===== src/rtl/timer_dev_pkg.sv =====
// Shared register map, CTRL field positions, mode codes and FSM states
// for the memory-mapped down-counter timer.
package timer_dev_pkg;

  localparam logic [1:0] ADDR_CTRL   = 2'd0;
  localparam logic [1:0] ADDR_PRESET = 2'd1;
  localparam logic [1:0] ADDR_COUNT  = 2'd2;

  localparam int unsigned CTRL_EN      = 0;
  localparam int unsigned CTRL_MODE_LO = 1;
  localparam int unsigned CTRL_MODE_HI = 2;
  localparam int unsigned CTRL_IM      = 3;

  localparam logic [1:0] MODE_ONESHOT = 2'b00;
  localparam logic [1:0] MODE_RELOAD  = 2'b01;

  typedef enum logic [1:0] {
    ST_IDLE = 2'd0,
    ST_LOAD = 2'd1,
    ST_CNT  = 2'd2,
    ST_INT  = 2'd3
  } state_e;

endpackage


===== src/rtl/timer_dev.sv =====
// Programmable down-counter timer on the device bus; irq feeds HWInt[0].
// Register file, control FSM and combinational read mux in one block.
module timer_dev
  import timer_dev_pkg::*;
#(
  parameter int unsigned CNT_W = 32
) (
  input  logic        clk,
  input  logic        rst,
  input  logic [1:0]  addr,
  input  logic        we,
  input  logic [31:0] din,
  output logic [31:0] dout,
  output logic        irq
);

  logic             en;
  logic [1:0]       mode;
  logic             im;
  logic [CNT_W-1:0] preset;
  logic [CNT_W-1:0] count;
  logic             irq_pend;
  state_e           state;

  logic wr_ctrl;
  logic wr_preset;

  assign wr_ctrl   = we && (addr == ADDR_CTRL);
  assign wr_preset = we && (addr == ADDR_PRESET);

  // Bus clear of irq_pend is ordered before the FSM so an INT set wins;
  // the bus CTRL write is ordered after the FSM so a written EN wins.
  always_ff @(posedge clk or posedge rst) begin
    if (rst) begin
      en       <= 1'b0;
      mode     <= MODE_ONESHOT;
      im       <= 1'b0;
      preset   <= '0;
      count    <= '0;
      irq_pend <= 1'b0;
      state    <= ST_IDLE;
    end else begin
      if (wr_ctrl || wr_preset) irq_pend <= 1'b0;
      if (wr_preset) preset <= din[CNT_W-1:0];

      case (state)
        ST_IDLE: if (en) state <= ST_LOAD;
        ST_LOAD: begin
          count <= preset;
          state <= en ? ST_CNT : ST_IDLE;
        end
        ST_CNT: begin
          if (!en)               state <= ST_IDLE;
          else if (count != '0)  count <= count - CNT_W'(1);
          else                   state <= ST_INT;
        end
        ST_INT: begin
          irq_pend <= 1'b1;
          if (mode == MODE_RELOAD) begin
            state <= ST_LOAD;
          end else begin
            en    <= 1'b0;
            state <= ST_IDLE;
          end
        end
        default: state <= ST_IDLE;
      endcase

      if (wr_ctrl) begin
        en   <= din[CTRL_EN];
        mode <= din[CTRL_MODE_HI:CTRL_MODE_LO];
        im   <= din[CTRL_IM];
      end
    end
  end

  always_comb begin
    dout = '0;
    case (addr)
      ADDR_CTRL:   dout = {28'b0, im, mode, en};
      ADDR_PRESET: dout = 32'(preset);
      ADDR_COUNT:  dout = 32'(count);
      default:     dout = '0;
    endcase
  end

  assign irq = im & irq_pend;

endmodule


===== config.mk =====
export PLATFORM = sky130hd
export DESIGN_NAME = timer_dev
export DESIGN_NICKNAME = d
export VERILOG_FILES = /design/src/rtl/timer_dev_pkg.sv /design/src/rtl/timer_dev.sv
export SDC_FILE = /design/constraint.sdc
export NUM_CORES = 1
export LEC_CHECK = 0
export CORE_MARGIN = 2
export CORE_UTILIZATION = 35
export DETAILED_ROUTE_END_ITERATION = 7
export DONT_BUFFER_PORTS = 1
export GPL_TIMING_DRIVEN = 0
export PLACE_DENSITY = 0.61
export SLEW_MARGIN = 20
export SYNTH_ARGS = -nofsm -noshare
export SYNTH_HDL_FRONTEND = slang
export SYNTH_SLANG_ARGS = --single-unit

===== constraint.sdc =====
create_clock -name clk -period 3.35 [get_ports clk]
set_clock_uncertainty 0.2 [all_clocks]
set_input_delay 0.5025 -clock clk [delete_from_list [all_inputs] [get_ports clk]]
set_output_delay 0.5025 -clock clk [all_outputs]
set_load 0.1 [all_outputs]

Word-level counts from Yosys, hierarchy flattened:

Cells that the tools add are included.

* input port bits: 37
* output and inout bits: 33
* register bits after elaboration: 71

* reduce and logical (&&, ||, !) cells: 12
* add/sub/neg operators: 1
* equality and inequality tests: 11
* mux-type cells: 15
* bitwise operators: 1

Operator list (number)
* 32-bit case mux with 3 select lines: 1
* 32-bit 2-to-1 mux: 2
* 32-bit case mux with 2 select lines: 1
* 32-bit nonzero test: 1
* 32-bit by 1-bit subtractor with 32-bit output, second input constant: 1
* 2-bit 2-to-1 mux: 4
* 2-bit != test, second input constant: 4
* 2-bit case mux with 4 select lines: 1
* 2-bit by 1-bit equality test with 1-bit output, second input constant: 3
* 2-bit equality test, second input constant: 3
* 1-bit 2-to-1 mux: 6
* 2-bit nonzero test: 3
* 2-bit zero test: 2
* 2-bit AND reduction: 2
* 3-bit != test, second input constant: 1
* 3-bit AND reduction: 1
* 1-bit logical AND: 2
* 1-bit AND: 1
* 1-bit logical OR: 1

Depth between registers and ports, before layout:

Gate-level depths: netlist (run 1).

* depth after elaboration: 5
* gate-level depth with buffers: 9
* mapped depth without buffers: 7

Worst setup path after synthesis (run 1):

Ideal clock, no wire load.

* kind: input port to output port
* from: input addr[1]
* to: output dout[0]
* path buffers: 1
* stages: 3
* data arrival time: 2.977 ns
* data required time: 2.647 ns
* setup slack: -0.329 ns
* cell sequence: clkbuf_1 mux2i_1 o21ai_0

* longest elaborated chain between the ends: 2
* elaborated cells between the ends (all ways): 4
* those cells by class: eq/ne (2); mux (1); reduce/logical (1)

Ends and longest elaborated chain
* start, declared: RTL line timer_dev.sv:10 `input logic [1:0] addr,`
* 2-bit equality test (tied with other cells): RTL line timer_dev.sv:79 `case (addr)`
* 32-bit case mux with 3 select lines *: RTL line timer_dev.sv:79
* end, declared: RTL line timer_dev.sv:13 `output logic [31:0] dout,`

Every way passes the cells marked *; elsewhere a longest branch is shown, timed or not.

Worst setup path in the final report (run 1):

* from: input addr[1]
* to: output dout[11]

Same word-level chain as after synthesis.

==> results of run 1 <==
-- logic make-up (layout without fill, tap and decap cells) --
family / count (synthesis) / in the layout / synth area share, %
AOI/OAI and AO/OA: 123 / 123 / 23.9
adders and majority gates: 1 / 1 / 0.319
buffers and inverters: 38 / 58 / 4.15
DFF: 71 / 71 / 45.3
muxes: 39 / 39 / 11.0
and+or+nand+nor: 120 / 120 / 15.3
-- registers in the layout, summed over array words and instances (netlist names) --
register	flops
en	1
im	1
irq_pend	1
mode	2
state	2
preset	32
count	32
-- power breakdown --
part / switching (mW) / internal [mW] / total (mW)
combinational: 1.32 / 0.564 / 1.88
sequential: 0.342 / 1.15 / 1.49
clock: 0.308 / 0.286 / 0.593
total: 1.97 / 2.00 / 3.96
-- path summary, 6_finish.rpt --
check	startpoint	endpoint	slack, ps
setup / recovery	addr[1]	dout[11]	50
min in group asynchronous	rst	irq_pend$_DFFE_PP0P_	380
hold reg to reg	irq_pend$_DFFE_PP0P_	irq_pend$_DFFE_PP0P_	300
hold / removal	din[1]	mode[0]$_DFFE_PP0P_	90
max in group asynchronous	rst	count[6]$_DFFE_PP0P_	2010
setup reg to reg	count[11]$_DFFE_PP0P_	count[13]$_DFFE_PP0P_	70
-- metal layers --
layer  up-vias  GRT usage [%]  part of all wire [%]
met5         -              0                     0
met4         0           6.51                   1.7
met3        16           6.22                   8.3
met2       149           32.5                    47
met1      1688           26.7                    43
li1       1542              -                     -
-- final cells by class --
class,instances,area [sq um]
fill,1107,6520
multi-input combinational,283,2030
sequential,71,1780
tap,140,175
clock buffer,14,153
buffer,30,138
timing repair buffer,5,60.1
inverter,8,32.5
clock inverter,1,5.00
-- worst max-delay path, cell delays in order --
cell	delay [ps]
clkbuf_1	290
nor2b_1	170
clkbuf_1	500
clkbuf_1	520
a22o_2	590
-- placed cells by master, fill, tap and decap left out, types with 4 or more instances in the layout --
master	instances
dfrtp_1	71
nand2_1	34
mux2_2	34
a22o_2	26
nor2_1	24
clkbuf_1	23
o21ai_0	16
nor3_1	13
nor4_1	12
a21oi_1	12
clkbuf_8	10
nand3_1	8
inv_1	7
or4_1	7
o22ai_1	7
or3_1	6
a22oi_1	6
buf_1	5
buf_4	5
a31oi_1	5
o211ai_1	5
mux2i_1	5
o32a_1	5
nor2b_1	4
o41ai_1	4
nand2b_1	4
and2_1	4
o22a_1	4
o311ai_0	4
o21ai_2	4
a32o_1	4
-- timing repair --
action                                  CTS  global route
resized for setup                        21             7
hold buffers                              1             0
endpoints found under the setup margin   20            20
pin swaps                                 0             1
endpoints found under the hold margin    18             0
buffers inserted                          0             3
-- through the flow --
stage | TNS (ps) | cells | area, sq um | worst slack (ps)
2_1_floorplan | 0 | 392 | 3920 | 362
3_3_place_gp | -7800 | 532 | 4100 | -375
3_5_place_dp | -5880 | 533 | 4140 | -370
4_1_cts | 0 | 549 | 4340 | 40.8
5_1_grt | -1090 | 552 | 4370 | -107
6_report | 0 | 552 | 4370 | 50.8
==> results.md, run 1 <==
| Parameter | This run | Unit |
|:---|:---|:---|
| Timing-limited maximum frequency | 303 | MHz |
| Row Count | 38 | - |
| Worst hold margin | 87.6 | ps |
| Total chip power | 3.96 | mW |
| Worst Setup Start Kind | input port | - |
| Diodes inserted | 0 | - |
| Top-level port count | 70 | - |
| Synth top area share | 45.3 | % |
| Chip Height | 110 | um |
| Max transition margin | 25.9 | % |
| Cell type with the largest total area after synthesis | dfrtp_1 | - |
| Core area | 0.0109 | sq mm |
| Netlist Area Pre-Place | 0.00392 | sq mm |
| Critical path fanouts, max | 10 | - |
| # nets final | 446 | - |
| Top cells by area in the synthesized netlist | dfrtp_1 45%, mux2_2 9.8%, a22o_1 6.3% | - |
| Total of endpoints with negative setup slack in the final report | 0 | - |
| Actual transition at the worst max-transition pin | 1110 | ps |
| Number of synthesized register bits | 71 | - |
| Syn_nets | 430 | - |
| Maximum buffer depth of the clock tree | 2 | - |
| Worst-skew pair later-pin latency | 350 | ps |
| Depth of the worst hold-timing path | 2 | - |
| Fraction of final layout cells sized beyond drive strength 1 | 21.6 | % |
| CTS H-Tree Depth | 3 | - |
| First DRT Iteration DRCs | 203 | - |
| Worst path arrival time | 2600 | ps |
| Number of max-capacitance violations reported | 0 | - |
| Path type of the worst min-delay path | input port to register | - |
| Clock Sink Count | 71 | - |
| Antenna-violating nets left | 0 | - |
| Total via count after detailed routing | 3,395 | - |
| Leakage | 1.69 | nW |
| Total half-perimeter wirelength after legalization and detailed placement | 8440 | um |
| Area of the die | 0.0121 | sq mm |
| Worst Reg2Reg Path Length in Cells | 8 | - |
| DRC violations left | 0 | - |
| Setup repair after global routing missed its margin | yes | - |
| Detailed-route wire length per cell | 21.8 | um |
| Overall overflow remaining after global route | 0 | - |
| Prevailing post-synth register cell | dfrtp_1 | - |
| Horizontal die dimension | 110 | um |
| Clock edge transition at the registers on the reported setup and hold paths | 70 | ps |
| Routability congestion estimate | 0.848 | - |
| CTS root buf | clkbuf_8 | - |
| Via-to-Cell Ratio | 6.15 | - |
| Global-route wire length before repair | 18,700 | um |
| Count of TritonRoute iterations in the first routing pass | 5 | - |
| Nature of the critical path endpoint | output pin | - |
| Min cycle time layout | 3300 | ps |
| Leading cell type by number of instances after synthesis | dfrtp_1 | - |
| Worst setup path category | input port to output pin | - |
| Number of cells produced by synthesis | 392 | - |
| Vias in the first global route | 3,436 | - |
| Initial antenna violation count | 0 | - |
| Area Growth Syn to Fin | 11.4 | % |
| Total routed wirelength | 12,000 | um |
| Fraction of registers with async set or reset after synthesis | 100 | % |
| PwrDens | 907 | mW/mm^2 |
| Register area share after synthesis | 45.3 | % |
| Tot GR Track Use | 20.5 | % |
| Pin count of the biggest net entering global routing | 54 | - |
| CTS tree | done | - |
| Number of enable-type register cells in the synthesized netlist | 0 | - |
| VDD IR max | 0.308 | mV |
| Average footprint of a synthesized cell | 10.0 | sq um |
| Final slew viol count | 0 | - |
| Worst path required time | 2650 | ps |
| Fraction of the core area covered by cells at the end of the flow | 40.1 | % |
| Status | complete, no violations | - |
| Most common library cells after synthesis | 71 x dfrtp_1, 34 x mux2_2, 34 x nand2_1, 28 x a22o_1, 24 x nor2_1 | - |
| Final hold violations | 0 | - |
| Effective utilization at floorplan | 36.0 | % |
| Share of the cycle needed by the critical path after routing | 98.5 | % |
| Warnings from Yosys | 0 | - |
| Cell variety after synth | 48 | - |
| Number of buffers added by the clock tree synthesis step | 9 | - |
| Port buffer count | 0 | - |
Power figures use the tool's default switching activity.
==> inputs of run 2 (changes only) <==
==> constraint.sdc (replaced) <==
create_clock -name clk -period 4 [get_ports clk]
set_clock_uncertainty 0.2 [all_clocks]
set_input_delay 0.6 -clock clk [delete_from_list [all_inputs] [get_ports clk]]
set_output_delay 0.6 -clock clk [all_outputs]
set_load 0.1 [all_outputs]
==> run 2 against run 1 <==
  * Die area did not move
  * Cell count fell by 0.36%
  * Setup slack improved by 99 ps
  * Critical path type unchanged
==> results.md, run 2 (synthesized netlist as in run 1, its figures left out) <==
| Parameter | This run | Unit |
|:---|:---|:---|
| Status | complete, no violations | - |
| Diodes inserted | 0 | - |
| CTS tree | done | - |
| Number of filler cells placed in the layout | 1,084 | - |
| Setup WS pre-CTS | 69.8 | ps |
| Total chip power | 3.39 | mW |
| Timing-limited maximum frequency | 260 | MHz |
| Biggest registers after layout | count (32), preset (32) | - |
| Core area | 0.0109 | sq mm |
| PwrDens | 779 | mW/mm^2 |
| Detailed-route wire length per cell | 22.0 | um |
| Share of the cycle needed by the critical path after routing | 96.3 | % |
| CTS H-Tree Depth | 3 | - |
| Area Growth Syn to Fin | 10.9 | % |
| Setup repair after global routing missed its margin | no | - |
| VDD IR max | 0.367 | mV |
| Clock Sink Count | 71 | - |
| Max transition margin | 25.8 | % |
| Fraction of the core area covered by cells at the end of the flow | 39.9 | % |
| CTS root buf | clkbuf_8 | - |
| Overall overflow remaining after global route | 0 | - |
| Vias in the first global route | 3,377 | - |
| Via-to-Cell Ratio | 6.13 | - |
| Top-level port count | 70 | - |
| Min-delay src | din[1] | - |
| Worst path arrival time | 3050 | ps |
| # nets final | 443 | - |
| Effective utilization at floorplan | 36.0 | % |
| Worst-skew pair later-pin latency | 360 | ps |
| Fin worst setup slack | 150 | ps |
| Routability congestion estimate | 0.898 | - |
| Actual transition at the worst max-transition pin | 1110 | ps |
| Total via count after detailed routing | 3,369 | - |
| Leading cell type in the layout, fill and taps excluded | dfrtp_1 | - |
| Leakage | 1.68 | nW |
| Port buffer count | 0 | - |
| Worst setup path category | input port to output pin | - |
| Post-Route Setup TNS | 0 | ps |
| Final slew viol count | 0 | - |
| Area of the die | 0.0121 | sq mm |
| Endpoint of the worst hold-timing path | mode[0]$_DFFE_PP0P_ | - |
| Highest-count cells in the layout ignoring fill and taps | 71 x dfrtp_1, 34 x nand2_1, 34 x mux2_2 | - |
| Pin count of the biggest net entering global routing | 38 | - |
| Count of buffers added by post-CTS timing repair for setup | 0 | - |
| Total routed wirelength | 12,100 | um |
| Worst Setup Start Kind | input port | - |
| Worst flop-to-flop path endpoint | count[28]$_DFFE_PP0P_ | - |
| Worst Reg2Reg Path Length in Cells | 7 | - |
| Total of endpoints with negative setup slack in the final report | 0 | - |
| Worst path required time | 3200 | ps |
| Min cycle time layout | 3850 | ps |
| Number of buffers added by the clock tree synthesis step | 9 | - |
| Maximum buffer depth of the clock tree | 2 | - |
| Finished Cell Area | 0.00435 | sq mm |
| Chip Height | 110 | um |
| Tot GR Track Use | 20.8 | % |
| Row Count | 38 | - |
| Area after detailed placement | 0.00414 | sq mm |
| Number of max-capacitance violations reported | 0 | - |
| Final hold violations | 0 | - |
| Most frequent cell on the critical path | clkbuf_1 | - |
| Global-route wire length before repair | 18,700 | um |
| Initial antenna violation count | 0 | - |
| Cell Chain, Critical Path | clkbuf_1 > nor2b_1 > clkbuf_1 > clkbuf_1 > a22o_1 | - |
| First DRT Iteration DRCs | 250 | - |
| Fraction of final layout cells sized beyond drive strength 1 | 17.3 | % |
| Depth of the worst hold-timing path | 2 | - |
| Critical path fanouts, max | 10 | - |
| Clock edge transition at the registers on the reported setup and hold paths | 80 | ps |
| DRC violations left | 0 | - |
| Antenna-violating nets left | 0 | - |
| Nature of the critical path endpoint | output pin | - |
| Slowest cell on the critical path | a22o_1 | - |
| Worst R2R Setup Slack | 740 | ps |
| Largest stage delay, worst path | 900 | ps |
| Horizontal die dimension | 110 | um |
| Count of TritonRoute iterations in the first routing pass | 5 | - |
| Total half-perimeter wirelength after legalization and detailed placement | 8510 | um |
| Path type of the worst min-delay path | input port to register | - |
| Source of the worst register-to-register timing path | count[11]$_DFFE_PP0P_ | - |
## run 2: worst max-delay path: cells and delay by family
family / cells / cell delay [ps]
simple gates: 1 / 180
buf+inv: 3 / 1350
compound gates: 1 / 900
## run 2: cell type report
class,instances,area [sq um],share of cell area (%)
inverter,8,32.5,0.748
buffer,30,133,3.05
clock inverter,3,42.5,0.978
timing repair buffer,2,30.0,0.690
tap,140,175,4.03
sequential,71,1780,40.9
multi-input combinational,283,2010,46.2
clock buffer,13,149,3.42
## run 2: stage by stage
stage / cells / hold WS [ps]
after floorplan: 392 / 239
after global placement: 532 / 282
after detailed placement: 533 / 277
after CTS: 550 / 146
after global routing: 550 / 162
final: 550 / 163
## run 2: what timing repair did
item,4_1_cts,5_1_grt
gates resized for setup,0,10
hold buffers,1,0
endpoints found under the hold margin,36,0
setup endpoints to repair,0,10
## run 2: how the worst max path moves through the flow
| stage | startpoint | end | slack (ps) |
|---|---|---|---|
| after floorplan | addr[1] | dout[0] | 130 |
| after global placement | addr[1] | dout[0] | -40 |
| after detailed placement | addr[1] | dout[16] | 70 |
| after CTS | addr[1] | dout[16] | 60 |
| after global routing | addr[1] | dout[12] | 10 |
| final | addr[1] | dout[18] | 150 |
## run 2: power breakdown
| group | leakage, nW | internal, mW | switching, mW |
|---|---|---|---|
| clock network | 0.0936 | 0.305 | 0.276 |
| logic | 0.730 | 0.458 | 1.11 |
| registers | 0.856 | 0.961 | 0.282 |
## run 2: metal layers
layer,wire length (um),track usage [%]
met1,5250,27.4
met4,273,8.41
met5,0,0
met3,1110,7.05
met2,5470,31.2
